### src/rtl/uart_sdram_cmd_bridge_if.sv
// Handshake and data signals between the UART/SDRAM side and the command bridge.
// The bridge uses the master view; the UART/controller side uses the slave view.
interface uart_sdram_cmd_bridge_if #(
    parameter int AddrWidth = 16,
    parameter int DataWidth = 8
);
    logic                 rxValid;
    logic [7:0]           rxByte;
    logic                 txBusy;
    logic                 txTrigger;
    logic [7:0]           txByte;
    logic                 cmdReady;
    logic                 cmdTrigger;
    logic [AddrWidth-1:0] cmdAddr;
    logic                 cmdWrite;
    logic [DataWidth-1:0] cmdWriteData;
    logic [DataWidth-1:0] cmdReadData;
    logic                 cmdReadDataValid;

    modport master (
        input  rxValid, rxByte, txBusy, cmdReady, cmdReadData, cmdReadDataValid,
        output txTrigger, txByte, cmdTrigger, cmdAddr, cmdWrite, cmdWriteData
    );

    modport slave (
        output rxValid, rxByte, txBusy, cmdReady, cmdReadData, cmdReadDataValid,
        input  txTrigger, txByte, cmdTrigger, cmdAddr, cmdWrite, cmdWriteData
    );
endinterface

### src/rtl/uart_sdram_cmd_bridge.sv
// Parses ASCII-hex w/r/d commands from the UART into single SDRAM commands and
// returns read data as lowercase ASCII-hex, echoing every accepted byte.
//
// state   | meaning
// --------+-----------------------------------------------------------
// S_IDLE  | waiting for a command letter (w, r, d)
// S_ADDR  | collecting AddrWidth/4 address digits
// S_DATA  | collecting the two write-data digits
// S_COUNT | collecting the two dump-count digits (00 = 256)
// S_EXEC  | command presented on cmd*, held until cmdReady
// S_WAIT  | read accepted, waiting for cmdReadDataValid
module uart_sdram_cmd_bridge #(
    parameter int AddrWidth = 16,
    parameter int DataWidth = 8
) (
    input  logic                   clk,
    input  logic                   rst,
    uart_sdram_cmd_bridge_if.master bus
);
    localparam int NumDigits = AddrWidth / 4;
    localparam int DigW      = $clog2(NumDigits + 1);
    localparam logic [DigW-1:0] LastDigit = DigW'(NumDigits - 1);

    typedef enum logic [2:0] {
        S_IDLE,
        S_ADDR,
        S_DATA,
        S_COUNT,
        S_EXEC,
        S_WAIT
    } state_t;

    state_t               state;
    logic [DigW-1:0]      dig_cnt;
    logic [39:0]          tx_buf;
    logic [2:0]           tx_cnt;
    logic                 op_dump;
    logic [3:0]           count_nib;
    logic [8:0]           remaining;
    logic [DataWidth-1:0] rd_data;
    logic                 rd_have;

    logic [3:0]           rx_nib;
    logic                 rx_is_hex;
    logic                 rx_ok;
    logic [7:0]           cnt_next;
    logic [DataWidth-1:0] rd_byte;
    logic [7:0]           rd_hi;
    logic [7:0]           rd_lo;

    function automatic logic [7:0] hex_char(input logic [3:0] n);
        return (n < 4'd10) ? (8'h30 + {4'h0, n}) : (8'h57 + {4'h0, n});
    endfunction

    always_comb begin
        rx_nib    = 4'h0;
        rx_is_hex = 1'b1;
        if (bus.rxByte >= 8'h30 && bus.rxByte <= 8'h39)
            rx_nib = bus.rxByte[3:0];
        else if ((bus.rxByte >= 8'h61 && bus.rxByte <= 8'h66) ||
                 (bus.rxByte >= 8'h41 && bus.rxByte <= 8'h46))
            rx_nib = bus.rxByte[3:0] + 4'd9;
        else
            rx_is_hex = 1'b0;
        // Input is only taken while nothing is queued for TX, so echoes never reorder
        rx_ok = bus.rxValid && (tx_cnt == 3'd0) &&
                (state == S_IDLE || state == S_ADDR || state == S_DATA || state == S_COUNT);
        cnt_next = {count_nib, rx_nib};
        rd_byte  = rd_have ? rd_data : bus.cmdReadData;
        rd_hi    = hex_char(rd_byte[7:4]);
        rd_lo    = hex_char(rd_byte[3:0]);
    end

    always_ff @(posedge clk) begin
        if (rst) begin
            state            <= S_IDLE;
            dig_cnt          <= '0;
            tx_buf           <= '0;
            tx_cnt           <= '0;
            op_dump          <= 1'b0;
            count_nib        <= '0;
            remaining        <= '0;
            rd_data          <= '0;
            rd_have          <= 1'b0;
            bus.txTrigger    <= 1'b0;
            bus.txByte       <= '0;
            bus.cmdTrigger   <= 1'b0;
            bus.cmdAddr      <= '0;
            bus.cmdWrite     <= 1'b0;
            bus.cmdWriteData <= '0;
        end else begin
            bus.txTrigger <= 1'b0;
            // Drain the TX queue LSB byte first; pushes below only happen when it is empty
            if (tx_cnt != 3'd0 && !bus.txBusy && !bus.txTrigger) begin
                bus.txTrigger <= 1'b1;
                bus.txByte    <= tx_buf[7:0];
                tx_buf        <= tx_buf >> 8;
                tx_cnt        <= tx_cnt - 3'd1;
            end

            case (state)
                S_IDLE: begin
                    if (rx_ok) begin
                        if (bus.rxByte == 8'h77 || bus.rxByte == 8'h72 || bus.rxByte == 8'h64) begin
                            tx_buf       <= {32'h0, bus.rxByte};
                            tx_cnt       <= 3'd1;
                            bus.cmdWrite <= (bus.rxByte == 8'h77);
                            op_dump      <= (bus.rxByte == 8'h64);
                            dig_cnt      <= '0;
                            state        <= S_ADDR;
                        end else begin
                            tx_buf <= {8'h00, 8'h0a, 8'h0d, 8'h3f, bus.rxByte};
                            tx_cnt <= 3'd4;
                        end
                    end
                end

                S_ADDR, S_DATA, S_COUNT: begin
                    if (rx_ok) begin
                        tx_buf <= {32'h0, bus.rxByte};
                        tx_cnt <= 3'd1;
                        if (!rx_is_hex) begin
                            tx_buf <= {8'h00, 8'h0a, 8'h0d, 8'h3f, bus.rxByte};
                            tx_cnt <= 3'd4;
                            state  <= S_IDLE;
                        end else if (state == S_ADDR) begin
                            bus.cmdAddr <= {bus.cmdAddr[AddrWidth-5:0], rx_nib};
                            dig_cnt     <= dig_cnt + DigW'(1);
                            if (dig_cnt == LastDigit) begin
                                dig_cnt <= '0;
                                if (bus.cmdWrite)
                                    state <= S_DATA;
                                else if (op_dump)
                                    state <= S_COUNT;
                                else
                                    state <= S_EXEC;
                            end
                        end else if (state == S_DATA) begin
                            bus.cmdWriteData <= {bus.cmdWriteData[3:0], rx_nib};
                            dig_cnt          <= dig_cnt + DigW'(1);
                            if (dig_cnt == DigW'(1))
                                state <= S_EXEC;
                        end else begin
                            count_nib <= rx_nib;
                            dig_cnt   <= dig_cnt + DigW'(1);
                            if (dig_cnt == DigW'(1)) begin
                                remaining <= (cnt_next == 8'h00) ? 9'd256 : {1'b0, cnt_next};
                                state     <= S_EXEC;
                            end
                        end
                    end
                end

                S_EXEC: begin
                    if (!bus.cmdTrigger) begin
                        if (tx_cnt == 3'd0)
                            bus.cmdTrigger <= 1'b1;
                    end else if (bus.cmdReady) begin
                        bus.cmdTrigger <= 1'b0;
                        if (bus.cmdWrite) begin
                            tx_buf <= {24'h0, 8'h0a, 8'h0d};
                            tx_cnt <= 3'd2;
                            state  <= S_IDLE;
                        end else begin
                            // Data may already be valid in the acceptance cycle
                            rd_have <= bus.cmdReadDataValid;
                            rd_data <= bus.cmdReadData;
                            state   <= S_WAIT;
                        end
                    end
                end

                S_WAIT: begin
                    if (rd_have || bus.cmdReadDataValid) begin
                        rd_have <= 1'b0;
                        if (!op_dump) begin
                            tx_buf <= {8'h00, 8'h0a, 8'h0d, rd_lo, rd_hi};
                            tx_cnt <= 3'd4;
                            state  <= S_IDLE;
                        end else if (remaining > 9'd1) begin
                            tx_buf      <= {16'h0, 8'h20, rd_lo, rd_hi};
                            tx_cnt      <= 3'd3;
                            bus.cmdAddr <= bus.cmdAddr + AddrWidth'(1);
                            remaining   <= remaining - 9'd1;
                            state       <= S_EXEC;
                        end else begin
                            tx_buf <= {8'h0a, 8'h0d, 8'h20, rd_lo, rd_hi};
                            tx_cnt <= 3'd5;
                            state  <= S_IDLE;
                        end
                    end
                end

                default: state <= S_IDLE;
            endcase
        end
    end
endmodule
### src/flat_wrapper.sv
// flat-port wrapper written by rule: the top's interface ports become plain ports
module uart_sdram_cmd_bridge_flat 
#(
    parameter int AddrWidth = 16,
    parameter int DataWidth = 8
)
  (clk, rst, bus_rxValid, bus_rxByte, bus_txBusy, bus_cmdReady, bus_cmdReadData, bus_cmdReadDataValid, bus_txTrigger, bus_txByte, bus_cmdTrigger, bus_cmdAddr, bus_cmdWrite, bus_cmdWriteData);
  uart_sdram_cmd_bridge_if #(.AddrWidth(AddrWidth), .DataWidth(DataWidth)) bus_i ();
  input  logic clk;
  input  logic rst;
  input wire logic [$bits(bus_i.rxValid)-1:0] bus_rxValid;
  input wire logic [$bits(bus_i.rxByte)-1:0] bus_rxByte;
  input wire logic [$bits(bus_i.txBusy)-1:0] bus_txBusy;
  input wire logic [$bits(bus_i.cmdReady)-1:0] bus_cmdReady;
  input wire logic [$bits(bus_i.cmdReadData)-1:0] bus_cmdReadData;
  input wire logic [$bits(bus_i.cmdReadDataValid)-1:0] bus_cmdReadDataValid;
  output wire logic [$bits(bus_i.txTrigger)-1:0] bus_txTrigger;
  output wire logic [$bits(bus_i.txByte)-1:0] bus_txByte;
  output wire logic [$bits(bus_i.cmdTrigger)-1:0] bus_cmdTrigger;
  output wire logic [$bits(bus_i.cmdAddr)-1:0] bus_cmdAddr;
  output wire logic [$bits(bus_i.cmdWrite)-1:0] bus_cmdWrite;
  output wire logic [$bits(bus_i.cmdWriteData)-1:0] bus_cmdWriteData;
  assign bus_i.rxValid = bus_rxValid;
  assign bus_i.rxByte = bus_rxByte;
  assign bus_i.txBusy = bus_txBusy;
  assign bus_i.cmdReady = bus_cmdReady;
  assign bus_i.cmdReadData = bus_cmdReadData;
  assign bus_i.cmdReadDataValid = bus_cmdReadDataValid;
  assign bus_txTrigger = bus_i.txTrigger;
  assign bus_txByte = bus_i.txByte;
  assign bus_cmdTrigger = bus_i.cmdTrigger;
  assign bus_cmdAddr = bus_i.cmdAddr;
  assign bus_cmdWrite = bus_i.cmdWrite;
  assign bus_cmdWriteData = bus_i.cmdWriteData;
  uart_sdram_cmd_bridge #(.AddrWidth(AddrWidth), .DataWidth(DataWidth)) u_core (.clk(clk), .rst(rst), .bus(bus_i));
endmodule
### config.mk
export PLATFORM = sky130hd
export DESIGN_NAME = uart_sdram_cmd_bridge_flat
export DESIGN_NICKNAME = d
export VERILOG_FILES = /design/src/rtl/uart_sdram_cmd_bridge_if.sv /design/src/rtl/uart_sdram_cmd_bridge.sv /design/src/flat_wrapper.sv
export SDC_FILE = /design/constraint.sdc
export NUM_CORES = 1
export LEC_CHECK = 0
export CELL_PAD_IN_SITES_DETAIL_PLACEMENT = 2
export CELL_PAD_IN_SITES_GLOBAL_PLACEMENT = 2
export CORE_ASPECT_RATIO = 1.25
export CORE_UTILIZATION = 38
export CTS_BUF_LIST = sky130_fd_sc_hd__clkbuf_8
export DETAILED_ROUTE_END_ITERATION = 8
export PLACE_DENSITY = 0.94
export SLEW_MARGIN = 25
export SYNTH_ARGS = -nofsm -noshare
export SYNTH_HDL_FRONTEND = slang
export SYNTH_SLANG_ARGS = --single-unit
### constraint.sdc
create_clock -name clk -period 4.91 [get_ports clk]
set_input_delay 0.491 -clock clk [delete_from_list [all_inputs] [get_ports clk]]
set_output_delay 0.491 -clock clk [all_outputs]
set_load 0.05 [all_outputs]
* Word-level counts from Yosys, hierarchy flattened
Index checks and enable logic that the tools add are counted.
Storage, ports and cells: bits in registers 107, bits of input ports 22, output and inout bits 35
Cells by class: add/subtract/negate cells 9, order comparisons 9, equality and inequality tests 26, muxes and demuxes 80, bitwise operators 3, reductions and logical operators 33
Operators with widths (count):
- 2-to-1 mux 40 bit | 8
- one-hot mux 40 bit (4 select lines) | 1
- 2-to-1 mux 16 bit | 6
- 2-to-1 mux 3 bit | 32
- 2-to-1 mux 9 bit | 9
- 2-to-1 mux 28 bit | 2
- 2-to-1 mux 36 bit | 1
- one-hot mux 16 bit (2 select lines) | 1
- == test 8 x 7 -> 1 bit, second input constant | 3
- 2-to-1 mux 8 bit | 3
- one-hot mux 3 bit (4 select lines) | 2
- AND reduction 5 bit | 4
- != test 2 x 1 -> 1 bit, second input constant | 9
- one-hot mux 9 bit (2 select lines) | 1
- adder 16 x 1 -> 16 bit, second input constant | 1
- adder 7 x 4 -> 8 bit, first input constant | 2
- greater-or-equal comparator 8 x 7 -> 1 bit, second input constant | 2
- less-or-equal comparator 8 x 7 -> 1 bit, second input constant | 2
- adder 6 x 4 -> 7 bit, first input constant | 2
- 2-to-1 mux 1 bit | 10
- != test 2 bit, second input constant | 5
- == test 3 x 2 -> 1 bit, second input constant | 3
- > comparator 9 x 1 -> 1 bit, second input constant | 1
- AND reduction 9 bit | 1
- other kinds (26) | 49

* Logic depth before layout (Yosys ltp)
Gate-level depths: netlist (run 1).
word-level depth 13, gate-level depth with buffers 10, depth with buffers taken out 8

* Worst setup path after synthesis (run 1)
No wires, ideal clock.
kind input to register, start input port bus_rxByte[0], end register u_core.state[1], setup time 0.123 ns, data arrival time 2.289 ns, setup slack 2.498 ns, cell stages on the path 8, path buffers 0, path through inv_1 ha_1 or3b_1 and3_4 nor2_2 o21ai_1 a221oi_2 mux2_1
On the way: cells in the longest elaborated chain, start to end 8, elaborated cells on any way between the ends 24, classes of those cells 6 x order compare; 6 x eq/ne; 5 x mux; 7 x reduce/logical
RTL lines:
- start: declaration | line flat_wrapper.sv:12 | input wire logic [$bits(bus_i.rxByte)-1:0] bus_rxByte;
- greater-or-equal comparator 8 x 7 -> 1 bit (tied with other cells) | line uart_sdram_cmd_bridge.sv:60 | else if ((bus.rxByte >= 8'h61 && bus.rxByte <= 8'h66) ||
- logical AND 1 bit (on tied branches) | line uart_sdram_cmd_bridge.sv:60, uart_sdram_cmd_bridge.sv:61
- logical OR 1 bit | line uart_sdram_cmd_bridge.sv:60
- 2-to-1 mux 1 bit | line uart_sdram_cmd_bridge.sv:60
- 2-to-1 mux 1 bit | line uart_sdram_cmd_bridge.sv:58 | if (bus.rxByte >= 8'h30 && bus.rxByte <= 8'h39)
- 2-to-1 mux 3 bit | line uart_sdram_cmd_bridge.sv:122 | if (!rx_is_hex) begin
- 2-to-1 mux 3 bit | line uart_sdram_cmd_bridge.sv:119 | if (rx_ok) begin
- one-hot mux 3 bit (4 select lines) | line uart_sdram_cmd_bridge.sv:101 | case (state)
- end signal: assignment | line uart_sdram_cmd_bridge.sv:110 | state <= S_ADDR;
- end signal: assignment | line uart_sdram_cmd_bridge.sv:125 | state <= S_IDLE;
- end signal: assignment | line uart_sdram_cmd_bridge.sv:132 | state <= S_DATA;
- end: declaration | line uart_sdram_cmd_bridge.sv:33 | state_t state;
Several ways; a longest one is shown, not always the timed one. The select of a mux whose other input is x is not followed. A chain may end at the register's enable or synchronous reset.

* Final worst setup path (run 1)
start input port bus_rxByte[0], end register u_core.bus.cmdAddr[0]
On the way: cells in the longest elaborated chain, start to end 9, elaborated cells on any way between the ends 21, classes of those cells 1 x add/sub; 6 x order compare; 1 x eq/ne; 8 x mux; 5 x reduce/logical
RTL lines:
- greater-or-equal comparator 8 x 7 -> 1 bit (tied with other cells) | line uart_sdram_cmd_bridge.sv:60
- logical AND 1 bit (on tied branches) | line uart_sdram_cmd_bridge.sv:60, uart_sdram_cmd_bridge.sv:61
- logical OR 1 bit | line uart_sdram_cmd_bridge.sv:60
- 2-to-1 mux 4 bit | line uart_sdram_cmd_bridge.sv:60
- 2-to-1 mux 4 bit | line uart_sdram_cmd_bridge.sv:58
- 2-to-1 mux 16 bit | line uart_sdram_cmd_bridge.sv:126 | end else if (state == S_ADDR) begin
- 2-to-1 mux 16 bit | line uart_sdram_cmd_bridge.sv:122
- 2-to-1 mux 16 bit | line uart_sdram_cmd_bridge.sv:119
- one-hot mux 16 bit (2 select lines) | line uart_sdram_cmd_bridge.sv:101
- end signal: assignment | line uart_sdram_cmd_bridge.sv:127 | bus.cmdAddr <= {bus.cmdAddr[AddrWidth-5:0], rx_nib};
- end signal: assignment | line uart_sdram_cmd_bridge.sv:183 | bus.cmdAddr <= bus.cmdAddr + AddrWidth'(1);
- end: declaration | line uart_sdram_cmd_bridge_if.sv:22 | output txTrigger, txByte, cmdTrigger, cmdAddr, cmdWrite, cmdWriteData
Several ways; a longest one is shown, not always the timed one. The select of a mux whose other input is x is not followed.

==> flow_metrics.tcl, run 1 <==
set metrics [dict create \
    status "complete, no violations" \
    viasPerCell 6.23 \
    synth_common_cells "nand2_1, dfxtp_1, a21oi_1" \
    p_per_area_mw_per_mm2 320 \
    setup_ws_ps 1860 \
    drv_slew 0 \
    min_to "u_core.bus.txTrigger$_SDFF_PP0_" \
    syn-num-nets 768 \
    drive_above_1_share_pct 6.78 \
    initialDrtViolationCount 458 \
    core_area_mm2 0.0150 \
    wl_mm 22.1 \
    tritoncts "yes" \
    fin_crit_sh_pct 62.0 \
    crit_arrival_ps 3330 \
    cts_setup_buffers 0 \
    synth_seq_cells 107 \
    crit_buf_inv 2 \
    finalHoldViolCount 0 \
    reg2reg_slack_ps 2030 \
    min_period_ps 3050 \
    start_kind "input port" \
    ff2ff_path_depth 8 \
    slew_headroom_pct 33.7 \
    r2r-end "u_core.bus.cmdAddr[0]$_SDFFE_PP0P_" \
    clk_pin_slew_ps 110 \
    hp-start "rst" \
    fillers 1684 \
    grt_max_degree 86 \
    synth_area_leaders "dfxtp_1, nand2_1, a21oi_1" \
    io_buffers 56 \
    worstHoldPathType "input port to register" \
    reg2reg_from "u_core.tx_cnt[0]$_SDFF_PP0_" \
    htreeDepth 3 \
    syn_inst 733 \
    wl_per_cell_um 23.3 \
    antenna_found_initial 0 \
    clock-sinks 107 \
    crit_slowest_cell "clkdlybuf4s50_1" \
    dr.pass1.iters 5 \
    crit_family "compound AO/OA/AOI/OAI gates" \
    async_reset_ff_share_pct 0 \
    die_height_um 140 \
    crit_start "bus_rxByte[0]" \
    worstSkewPairLatency_ps 420 \
    num_io_pins 57 \
    syn-cell-area_mm2 0.00580 \
    grtUsageTotal_pct 29.0 \
    holdPathStages 2 \
    clockRootBuffer "clkbuf_8" \
    leakagePower_nw 2.33 \
    cp_slowest_stage_delay_ps 650 \
    synth_edf_count 0 \
    areaGrowthSynthToFinish_pct 14.9 \
    path_max_fanout 16 \
    start_util_pct 38.8 \
    chipWidth_um 112 \
    post-dp-hpwl_mm 15.3 \
    cts_made_buffers 9 \
    critPathRequiredTime_ps 5190 \
    endpoint_kind "register" \
    antenna_cells 0 \
    vdd_drop_max_mv 0.207 \
    maxCapViolCount 0 \
    crit_chain "clkdlybuf4s50_1, inv_1, ha_1, or3b_1, and3_4, o21ai_4, o31ai_4, a21oi_1, a311oi_1" \
    yosysWarnings 0 \
    routabilityCongestion 0.910 \
    drtAntennaViolNets 0 \
    synth.most_common_cell "nand2_1" \
    ys_seq_area_share_pct 36.9 \
    syn_avg_cell_area_um2 7.91 \
    ys.flop_type "dfxtp_1" \
    utilization_pct 44.6 \
    finalSetupViolations 0 \
    rows 50 \
    finalPower_mw 2.13 \
    num-nets-final 797 \
    yosys.area.top_type "dfxtp_1" \
    grt_pass1_wl_mm 35.6 \
    worst_pin_slew_ps 985 \
    hold_buffers 0 \
    grt.overflow.total 0 \
    whs_ps 312 \
    grt_pass1_vias 6477 \
    clock.fmax_mhz 328 \
    pre_cts_ws_ps 1520 \
    clockBufferDepth 2 \
    die-area_mm2 0.0158 \
    postCtsResizedCells 0 \
    crit_type "input port to register" \
    vias 5911 \
    skew_ps 14.0 \
    drc_errors 0 \
    fin_setup_tns_ps 0 \
    rsz0062_at_grt "no" \
    yosysTopAreaCellShare_pct 36.9 \
    ys_types 82 \
]
-- worst reg2reg max path, delay by kind of cell, from the launching register on --
family / cells / cell delay (ps)
and+or+nand+nor: 2 / 820
adders and majority gates: 1 / 150
DFF: 1 / 350
buffers and inverters: 1 / 80
AOI/OAI and AO/OA: 4 / 1350
-- layout by cell type (no fill, tap or decap), types with 14 or more instances in the layout --
master	count
nand2_1	128
dfxtp_1	107
a21oi_1	75
nor2_1	64
clkdlybuf4s50_1	55
mux2i_1	35
o21ai_0	32
nand3_1	21
inv_1	17
and3_1	14
nor3_1	14
-- report_power, final --
part	internal, mW	switching [mW]
clock network	0.199	0.375
registers	0.931	0.0609
logic	0.186	0.382
-- sequential cells by signal (all words and copies together), names as in the netlist --
signal                   count
u_core.dig_cnt               3
u_core.remaining             9
u_core.bus.cmdTrigger        1
u_core.tx_buf               40
u_core.tx_cnt                3
u_core.bus.txByte            8
u_core.op_dump               1
u_core.bus.cmdWrite          1
u_core.bus.txTrigger         1
u_core.rd_have               1
u_core.rd_data               8
u_core.bus.cmdWriteData      8
u_core.bus.cmdAddr          16
u_core.count_nib             4
u_core.state                 3
-- per-stage QoR --
step,instance area [um^2],cells
final,6670,949
after global routing,6670,949
after CTS,6650,948
after detailed placement,6450,932
after global placement,6450,932
after floorplan,5800,733
-- kinds of logic (layout without fill, tap and decap cells) --
logic type | Yosys count | after routing | synth area share (%)
AO/OA/AOI/OAI | 214 | 214 | 24.6
XOR/XNOR | 6 | 6 | 0.906
adder cells (fa/ha/maj) | 13 | 13 | 2.80
buffers and inverters | 64 | 98 | 4.55
flip-flops | 107 | 107 | 36.9
multiplexers | 39 | 39 | 6.82
AND/OR/NAND/NOR | 290 | 290 | 23.4
-- worst max path at each step --
| stage | end | depth (start not counted) | slack [ps] |
|---|---|---|---|
| global placement | u_core.bus.cmdAddr[13]$_SDFFE_PP0P_ | 9 | 1750 |
| finish | u_core.bus.cmdAddr[0]$_SDFFE_PP0P_ | 9 | 1860 |
| floorplan | u_core.state[1]$_SDFFE_PP0P_ | 8 | 2500 |
| global route | u_core.bus.cmdAddr[0]$_SDFFE_PP0P_ | 9 | 1740 |
| detailed placement | u_core.bus.cmdAddr[13]$_SDFFE_PP0P_ | 9 | 1520 |
| CTS | u_core.bus.cmdAddr[0]$_SDFFE_PP0P_ | 6 | 1530 |
-- routing by layer --
metal / part of all wire, % / global-route usage [%] / wire length [um]
met3: 3.1 / 3.89 / 682
met1: 40 / 33.3 / 8850
met2: 52 / 51.3 / 11500
met5: 0 / 0 / 0
met4: 4.8 / 17.1 / 1060
-- layout make-up --
type                       count  area [um^2]  share of cell area, %
inverter                      17         63.8                  0.957
multi-input combinational    562         3410                   51.2
clock inverter                 7         71.3                   1.07
timing repair buffer          65          627                   9.40
sequential                   107         2140                   32.1
tap                          182          228                   3.42
clock buffer                   9          124                   1.86
No activity file was read; power rests on OpenSTA's default activity.
==> run 2, diff against run 1 <==
--- a/config.mk
+++ b/config.mk
@@ -8,10 +8,10 @@
 export CELL_PAD_IN_SITES_DETAIL_PLACEMENT = 2
 export CELL_PAD_IN_SITES_GLOBAL_PLACEMENT = 2
 export CORE_ASPECT_RATIO = 1.25
-export CORE_UTILIZATION = 38
+export CORE_UTILIZATION = 35
 export CTS_BUF_LIST = sky130_fd_sc_hd__clkbuf_8
 export DETAILED_ROUTE_END_ITERATION = 8
-export PLACE_DENSITY = 0.94
+export PLACE_DENSITY = 0.88
 export SLEW_MARGIN = 25
 export SYNTH_ARGS = -nofsm -noshare
 export SYNTH_HDL_FRONTEND = slang
==> constraint.sdc (replaced) <==
create_clock -name clk -period 3.17 [get_ports clk]
set_input_delay 0.317 -clock clk [delete_from_list [all_inputs] [get_ports clk]]
set_output_delay 0.317 -clock clk [all_outputs]
set_load 0.05 [all_outputs]
==> run 2 against run 1 <==
Effect of this change: register-to-register slack got worse by 1600 ps; critical path depth decreased by 2; cell count increased by 4.8%.
==> flow_metrics.tcl, run 2 (same netlist as run 1, synthesis figures left out) <==
set metrics [dict create \
    post-dp-hpwl_mm 15.0 \
    core_area_mm2 0.0162 \
    cts_setup_buffers 0 \
    antenna_cells 0 \
    layout_common_cells "nand2_1, dfxtp_1, a21oi_1, nor2_1, clkdlybuf4s50_1" \
    drc_errors 0 \
    slew_headroom_pct 32.9 \
    rows 52 \
    skew_ps 17.7 \
    worst_pin_slew_ps 1010 \
    final_common_cell "nand2_1" \
    clk_pin_slew_ps 110 \
    postCtsResizedCells 0 \
    drv_slew 0 \
    finalSetupViolations 0 \
    clockRootBuffer "clkbuf_8" \
    setup_ws_ps 445 \
    routabilityCongestion 0.836 \
    clockBufferDepth 2 \
    drtAntennaViolNets 0 \
    final_cells 995 \
    reg2reg_slack_ps 440 \
    start_util_pct 35.8 \
    htreeDepth 3 \
    tritoncts "yes" \
    crit_arrival_ps 3030 \
    antenna_found_initial 0 \
    grt_max_degree 89 \
    grtUsageTotal_pct 26.0 \
    leakagePower_nw 2.39 \
    viasPerCell 5.91 \
    ff2ff_path_depth 7 \
    top_register "u_core.tx_buf" \
    chipWidth_um 117 \
    vdd_drop_max_mv 0.252 \
    p_per_area_mw_per_mm2 489 \
    fin_setup_tns_ps 0 \
    status "complete, no violations" \
    start_kind "register" \
    holdPathStages 2 \
    cts_made_buffers 9 \
    fillers 1835 \
    die-area_mm2 0.0171 \
    largest_reg_flops 40 \
    critPathRequiredTime_ps 3470 \
    utilization_pct 42.0 \
    crit_type "register to register" \
    grt_pass1_wl_mm 34.4 \
    endpoint_kind "register" \
    pre_cts_ws_ps 174 \
    clock-sinks 107 \
    grt.overflow.total 0 \
    dr.pass1.iters 4 \
    io_buffers 56 \
    clock.fmax_mhz 367 \
    initialDrtViolationCount 289 \
    finalHoldViolCount 0 \
    worstHoldPathType "register to register" \
    drive_above_1_share_pct 8.22 \
    fin_area_mm2 0.00680 \
    endpoint "u_core.remaining[5]$_SDFFE_PP0P_" \
    areaGrowthSynthToFinish_pct 17.3 \
    hold_buffers 0 \
    grt_pass1_vias 6426 \
    rsz0062_at_grt "no" \
    vias 5882 \
    die_height_um 146 \
    fin_crit_sh_pct 86.0 \
    r2r-end "u_core.remaining[5]$_SDFFE_PP0P_" \
    maxCapViolCount 0 \
    path_max_fanout 8 \
    wl_per_cell_um 21.4 \
    place_area_mm2 0.00659 \
    reg2reg_from "u_core.remaining[1]$_SDFFE_PP0P_" \
    worstSkewPairLatency_ps 410 \
    num-nets-final 809 \
    wl_mm 21.2 \
    placed_cells 979 \
    min_period_ps 2730 \
    top_regs "u_core.tx_buf: 40 flops, u_core.bus.cmdAddr: 16 flops, u_core.remaining: 9 flops" \
    crit_start "u_core.remaining[1]$_SDFFE_PP0P_" \
    num_io_pins 57 \
]
[run 2: through the flow]
stage                     power, mW  hold slack, ps
final                          3.33             463
after floorplan                2.11             427
after global placement         2.38             438
after detailed placement       2.43             450
after CTS                      3.37             469
after global routing           3.51             498
[run 2: per-layer routing]
layer	track usage, %	part of all wire (%)	vias to the layer above
met2	46.4	53	124
met4	13.5	4.2	0
li1	-	-	2728
met3	3.87	3.3	54
met5	0	0	-
met1	29.3	40	2976
[run 2: layout make-up]
class	instances	area (um^2)	share of cell area, %
multi-input cells	562	3400	50.0
flip-flops and latches	107	2140	31.5
repair buffers	77	713	10.5
well taps	216	270	3.97
clock buffers	9	124	1.82
clock inverters	7	83.8	1.23
inverters	17	63.8	0.938
[run 2: worst min path at each step]
stage                                      start                           end  slack [ps]
floorplan           u_core.tx_buf[36]$_SDFF_PP0_  u_core.tx_buf[28]$_SDFF_PP0_         430
global placement    u_core.tx_buf[39]$_SDFF_PP0_  u_core.tx_buf[31]$_SDFF_PP0_         440
detailed placement  u_core.tx_buf[28]$_SDFF_PP0_  u_core.tx_buf[20]$_SDFF_PP0_         450
CTS                 u_core.tx_buf[36]$_SDFF_PP0_  u_core.tx_buf[28]$_SDFF_PP0_         470
global route        u_core.tx_buf[23]$_SDFF_PP0_  u_core.tx_buf[15]$_SDFF_PP0_         500
finish              u_core.tx_buf[36]$_SDFF_PP0_  u_core.tx_buf[28]$_SDFF_PP0_         460
[run 2: critical path, cell delays in order (launching register included)]
cell and delay, ps:
dfxtp_1 400, inv_1 90, ha_1 220, o2111ai_1 540, o211ai_1 270, a211oi_2 630, o21ai_0 230, a31o_1 260
[run 2: where the power goes]
group | leakage [nW] | switching [mW] | total (mW) | internal, mW
registers | 0.866 | 0.0838 | 1.53 | 1.44
clock network | 0.102 | 0.536 | 0.916 | 0.379
logic | 1.42 | 0.570 | 0.887 | 0.317
total | 2.39 | 1.19 | 3.33 | 2.14
==> run 3, diff against run 2 <==
--- a/config.mk
+++ b/config.mk
@@ -8,10 +8,12 @@
 export CELL_PAD_IN_SITES_DETAIL_PLACEMENT = 2
 export CELL_PAD_IN_SITES_GLOBAL_PLACEMENT = 2
 export CORE_ASPECT_RATIO = 1.25
-export CORE_UTILIZATION = 35
-export CTS_BUF_LIST = sky130_fd_sc_hd__clkbuf_8
+export CORE_UTILIZATION = 34
+export CTS_BUF_LIST = sky130_fd_sc_hd__clkbuf_16
 export DETAILED_ROUTE_END_ITERATION = 8
-export PLACE_DENSITY = 0.88
+export PLACE_DENSITY = 0.86
+export RECOVER_POWER = 50
+export SETUP_SLACK_MARGIN = 0.05
 export SLEW_MARGIN = 25
 export SYNTH_ARGS = -nofsm -noshare
 export SYNTH_HDL_FRONTEND = slang
==> run 3 against run 2 <==
Effect of this change: non-clock buffer count is 1 lower; core utilization is 1.2 points lower; die area is 2.9% higher; clock power is 17% higher; sequential power hardly changed; register-to-register slack worse by 70 ps; critical path depth is 1 lower; clock skew is 11 ps lower; global-route usage is 1.3 points lower; largest cell class unchanged; largest power group unchanged.
==> flow_metrics.tcl, run 3 (same netlist as run 1, synthesis figures left out) <==
set metrics [dict create \
    areaGrowthSynthToFinish_pct 17.8 \
    multi_input_area_mm2 0.00339 \
    grt_max_degree 52 \
    postCtsResizedCells 0 \
    dr.pass1.iters 4 \
    fin_crit_sh_pct 88.1 \
    reg2reg_from "u_core.state[1]$_SDFFE_PP0P_" \
    p_per_area_mw_per_mm2 504 \
    clock.fmax_mhz 358 \
    ff2ff_path_depth 6 \
    clock-sinks 107 \
    cts_made_buffers 9 \
    grt_pass1_vias 6435 \
    hold_buffers 0 \
    clockRootBuffer "clkbuf_16" \
    htreeDepth 3 \
    worstHoldPathType "input port to register" \
    worstSkewPairLatency_ps 360 \
    chipWidth_um 119 \
    clockBufferDepth 2 \
    holdPathStages 4 \
    layout_common_cells "nand2_1, dfxtp_1, a21oi_1, nor2_1, dlygate4sd3_1" \
    grt_pass1_wl_mm 34.5 \
    fillers 1892 \
    grt.overflow.total 0 \
    regArea_mm2 0.00214 \
    path_max_fanout 14 \
    top_regs "u_core.tx_buf: 40 flops, u_core.bus.cmdAddr: 16 flops, u_core.remaining: 9 flops" \
    critPathRequiredTime_ps 3460 \
    finalSetupViolations 0 \
    io_buffers 56 \
    vias 5829 \
    crit_top_cell "nor2_1" \
    core_area_mm2 0.0168 \
    reg2reg_slack_ps 380 \
    leakagePower_nw 2.52 \
    top_register "u_core.tx_buf" \
    initialDrtViolationCount 246 \
    slew_headroom_pct 44.7 \
    crit_type "register to register" \
    die-area_mm2 0.0176 \
    whs_ps 418 \
    final_common_cell "nand2_1" \
    clk_pin_slew_ps 70 \
    crit_slowest_cell "nor2_1" \
    status "complete, no violations" \
    skew_ps 7.16 \
    rsz0062_at_grt "no" \
    num_io_pins 57 \
    post-dp-hpwl_mm 15.2 \
    min_to "u_core.tx_buf[11]$_SDFF_PP0_" \
    num-nets-final 808 \
    finalHoldViolCount 0 \
    hp-start "rst" \
    antenna_found_initial 0 \
    viasPerCell 5.85 \
    fin_setup_tns_ps 0 \
    die_height_um 148 \
    antenna_cells 0 \
    wl_per_cell_um 21.1 \
    cp_slowest_stage_delay_ps 620 \
    drtAntennaViolNets 0 \
    cts_setup_buffers 0 \
    start_kind "register" \
    routabilityCongestion 0.873 \
    largest_reg_flops 40 \
    maxCapViolCount 0 \
    crit_arrival_ps 3080 \
    rows 53 \
    crit_chain "clkbuf_1, nor2_1, nor2_1, a32oi_2, a32o_1, a21oi_1" \
    min_period_ps 2790 \
    wl_mm 21.1 \
    worst_pin_slew_ps 821 \
    endpoint_kind "register" \
    drive_above_1_share_pct 7.34 \
    start_util_pct 34.6 \
    drv_slew 0 \
    vdd_drop_max_mv 0.252 \
    grtUsageTotal_pct 24.7 \
    r2r-end "u_core.tx_buf[10]$_SDFF_PP0_" \
    tritoncts "yes" \
    drc_errors 0 \
]
## run 3: changes by cell type in the layout (fill, tap and decap cells not counted), moves of 3 or more
cell             delta
clkdlybuf4s50_1    -36
clkbuf_8            -9
clkbuf_16           +9
clkbuf_1            +3
dlygate4sd3_1      +36
buf_4               -4
## run 3: power breakdown
group | switching, mW | internal, mW
Sequential | 0.0809 | 1.44
Clock | 0.543 | 0.529
Combinational | 0.565 | 0.285
## run 3: how the worst max path moves through the flow
stage	from	end	slack (ps)	depth (start not counted)
3_3_place_gp	bus_rxByte[0]	u_core.state[1]$_SDFFE_PP0P_	330	9
5_1_grt	u_core.tx_cnt[0]$_SDFF_PP0_	u_core.count_nib[1]$_SDFFE_PP0P_	190	8
6_report	u_core.state[1]$_SDFFE_PP0P_	u_core.tx_buf[10]$_SDFF_PP0_	380	6
2_1_floorplan	bus_rxByte[0]	u_core.state[1]$_SDFFE_PP0P_	930	8
4_1_cts	u_core.tx_cnt[0]$_SDFF_PP0_	u_core.count_nib[1]$_SDFFE_PP0P_	400	8
3_5_place_dp	bus_rxByte[0]	u_core.state[1]$_SDFFE_PP0P_	130	9
## run 3: final cells by class
type,count,share of cell area (%)
clock buffers,9,3.30
clock inverters,6,0.604
inverters,17,0.934
multi-input cells,562,49.6
flip-flops and latches,107,31.3
well taps,220,4.03
repair buffers,76,10.2
## run 3: routing by layer
layer  wire, um  global-route usage [%]  vias up
li1           -                       -     2725
met1       8780                    28.1     2951
met3        452                    3.51       49
met4        661                    11.3        0
met2      11200                    45.5      104
met5          0                       0        -
## run 3: critical path: cells and delay by family, from the launching register on
| kind | cells | cell delay [ps] |
|---|---|---|
| AOI/OAI and AO/OA | 3 | 860 |
| buffers and inverters | 1 | 560 |
| DFF | 1 | 440 |
| and+or+nand+nor | 2 | 850 |
## run 3: stage by stage
stage          worst slack (ps)  util (%)  instance area [um^2]  std cells  power (mW)
3_3_place_gp                330      39.3                  6590        982        2.35
6_report                    376      40.7                  6830        997        3.45
3_5_place_dp                129      39.3                  6590        982        2.41
4_1_cts                     396      40.9                  6860        997        3.48
5_1_grt                     188      40.7                  6830        997        3.60
2_1_floorplan               932         -                  5800        733        2.11
==> variant, RTL diff (config.mk and constraints of run 3) <==
`AddrWidth` is set to 16 in 3 places; all go to 15.
--- a/src/rtl/uart_sdram_cmd_bridge_if.sv
+++ b/src/rtl/uart_sdram_cmd_bridge_if.sv
@@ -3,3 +3,3 @@
 interface uart_sdram_cmd_bridge_if #(
-    parameter int AddrWidth = 16,
+    parameter int AddrWidth = 15,
     parameter int DataWidth = 8
--- a/src/rtl/uart_sdram_cmd_bridge.sv
+++ b/src/rtl/uart_sdram_cmd_bridge.sv
@@ -12,3 +12,3 @@
 module uart_sdram_cmd_bridge #(
-    parameter int AddrWidth = 16,
+    parameter int AddrWidth = 15,
     parameter int DataWidth = 8
--- a/src/flat_wrapper.sv
+++ b/src/flat_wrapper.sv
@@ -3,3 +3,3 @@
 #(
-    parameter int AddrWidth = 16,
+    parameter int AddrWidth = 15,
     parameter int DataWidth = 8
Ports: changed (resized bus_cmdAddr); port bits go from 57 to 56. The function was not compared with the original's and may differ.
==> variant against run 3 <==
Worst setup slack got worse by 0.11 ns. Design area is 4.6% higher. Worst hold slack better by 0.045 ns. Total power up 13%. Wire length up 8.6%. Sequential cell count is 2 lower. Critical path depth grew 4. Non-clock buffer count is 21 higher. Synthesized area grew 2.0%. Register-to-register slack worse by 0.05 ns. Fmax decreased by 3.8%. Critical path type is now primary input to flip-flop. Highest routed layer unchanged.
==> variant: results (changes against run 3) <==
total global-route track usage=25.8% (+1.0 points); multiplexer area fraction after synthesis=8.40% (+1.6 points); CP max FO=17 (+3); Critical Path Start=bus_rxByte[0]; worst min path class=flip-flop to flip-flop; Syn Inst Count=710 (-3.1%); ANT cells=0 (unchanged); Area contributors post-synth=dfxtp_1 36%, mux2i_1 5.9%, nand2_1 4.8%; count of different cell masters after synthesis=73 (-11%); cts repair resizes=0 (unchanged); pre-CTS WS=-0.156 ns (-0.285 ns); DRC=0 (unchanged); clock buffer depth=2 (unchanged); cell count of the worst reg-to-reg path=9 (+3); yosys warns=0 (unchanged); share of the clock period used by the worst path=91.6% (+3.5 points); Reg clk slew, reported paths=0.07 ns (about the same); part of the Yosys area used for sequential elements=35.5% (-1.4 points); xor-xnor portion of the synthesized cell area=1.18% (+0.28 points); largest net degree at the start of global routing=79 (+52%); initial antenna violation count=0 (unchanged); placed insts=974 (-0.81%); vias in the first global route=6559 (+1.9%); Port-buffer cells=55 (-1.8%); largest registers=u_core.tx_buf (40), u_core.bus.cmdAddr (15), u_core.remaining (9); most instantiated cells after synthesis=105 x dfxtp_1, 76 x nand2_1, 64 x nor2_1, 51 x a21oi_1, 41 x clkbuf_1; Post-Route Skew=0.00584 ns (-0.00132 ns); DRT iter0 DRCs=306 (+24%); CP endpoint=u_core.remaining[3]; final net count=798 (-1.2%); r2r startpoint=u_core.tx_cnt[0]; Worst EP arrival=3.16 ns (+0.08 ns); Avg WL per Cell=23.1 µm (+9.4%); mean number of vias per cell=6.10 (+4.3%); Slew @ Worst Pin=1.01 ns (+0.187 ns); syn nets=743 (-3.3%); status=finished clean; H-tree levels=3 (unchanged); post-DP HPWL=16300 µm (+7.4%); compound-cell area share of the yosys netlist=26.8% (+2.2 points); VDD IR-drop max=0.000308 V (+22%); total length of routed wires=22900 µm (+8.6%); first-pass GRT wire length=35900 µm (+4.2%); Clock Latency Late Sink=0.36 ns (about the same); gpl congestion=0.855 (-2.0%); leakage=2.61 nW (+3.5%); share of post-route cells with drive strength above 1=11.2% (+3.8 points); root buffer cell=clkbuf_16; Adder-Cell Fraction of Synth Area=2.33% (-0.48 points); reg2reg setup slack=0.33 ns (-0.05 ns)
## variant: worst min path at each step
stage	to	start	slack, ns	cells after the start
after CTS	u_core.tx_buf[30]	u_core.tx_buf[38]	0.47	2
after floorplan	u_core.tx_buf[28]	u_core.tx_buf[36]	0.43	2
after global routing	u_core.tx_buf[28]	u_core.tx_buf[36]	0.48	2
after detailed placement	u_core.tx_buf[15]	u_core.tx_buf[15]	0.45	2
after global placement	u_core.tx_buf[31]	u_core.tx_buf[39]	0.44	2
final	u_core.tx_buf[30]	u_core.tx_buf[38]	0.46	2
## variant: metrics by stage
step	cell area (µm²)	hold slack (ns)	power [mW]	TNS, ns
6_report	7140	0.463	3.91	0
2_1_floorplan	5910	0.427	2.26	0
3_3_place_gp	6840	0.437	2.62	0
4_1_cts	7160	0.466	3.94	0
5_1_grt	7140	0.478	4.06	0
3_5_place_dp	6840	0.453	2.68	-0.395
## variant: critical path, cell delays in order
cell and delay (ns):
clkdlybuf4s50_1 0.48, inv_1 0.11, ha_1 0.23, o21bai_1 0.12
a211oi_1 0.52, buf_4 0.22, o31ai_1 0.07, buf_4 0.21
or2_0 0.44, o41ai_1 0.42
## variant: power by group
group | switching [mW] | total [mW] | internal [mW] | leakage [nW]
Clock | 0.540 | 1.24 | 0.695 | 0.156
Sequential | 0.107 | 1.54 | 1.44 | 0.850
Combinational | 0.723 | 1.13 | 0.409 | 1.61
## variant: layout make-up
| type | instances | area [µm²] |
|---|---|---|
| clock buffers | 9 | 225 |
| clock inverters | 6 | 91.3 |
| fillers | 1900 | 9770 |
| inverters | 13 | 48.8 |
| multi-input cells | 539 | 3550 |
| flip-flops and latches | 105 | 2100 |
| well taps | 220 | 275 |
| repair buffers | 97 | 851 |
## variant: logic make-up after synthesis
logic type,Yosys count
muxes,48
xor gates and xnor gates,8
buffers and inverters,66
and+or+nand+nor,250
adders and majority gates,11
DFF,105
AOI/OAI and AO/OA,222
## variant: layer usage
metal	GRT usage [%]	part of all wire, %	up-vias
met5	0	0	-
met2	47.5	52	142
li1	-	-	2775
met3	3.09	2.7	66
met1	28.7	41	3046
met4	13.7	4.0	0
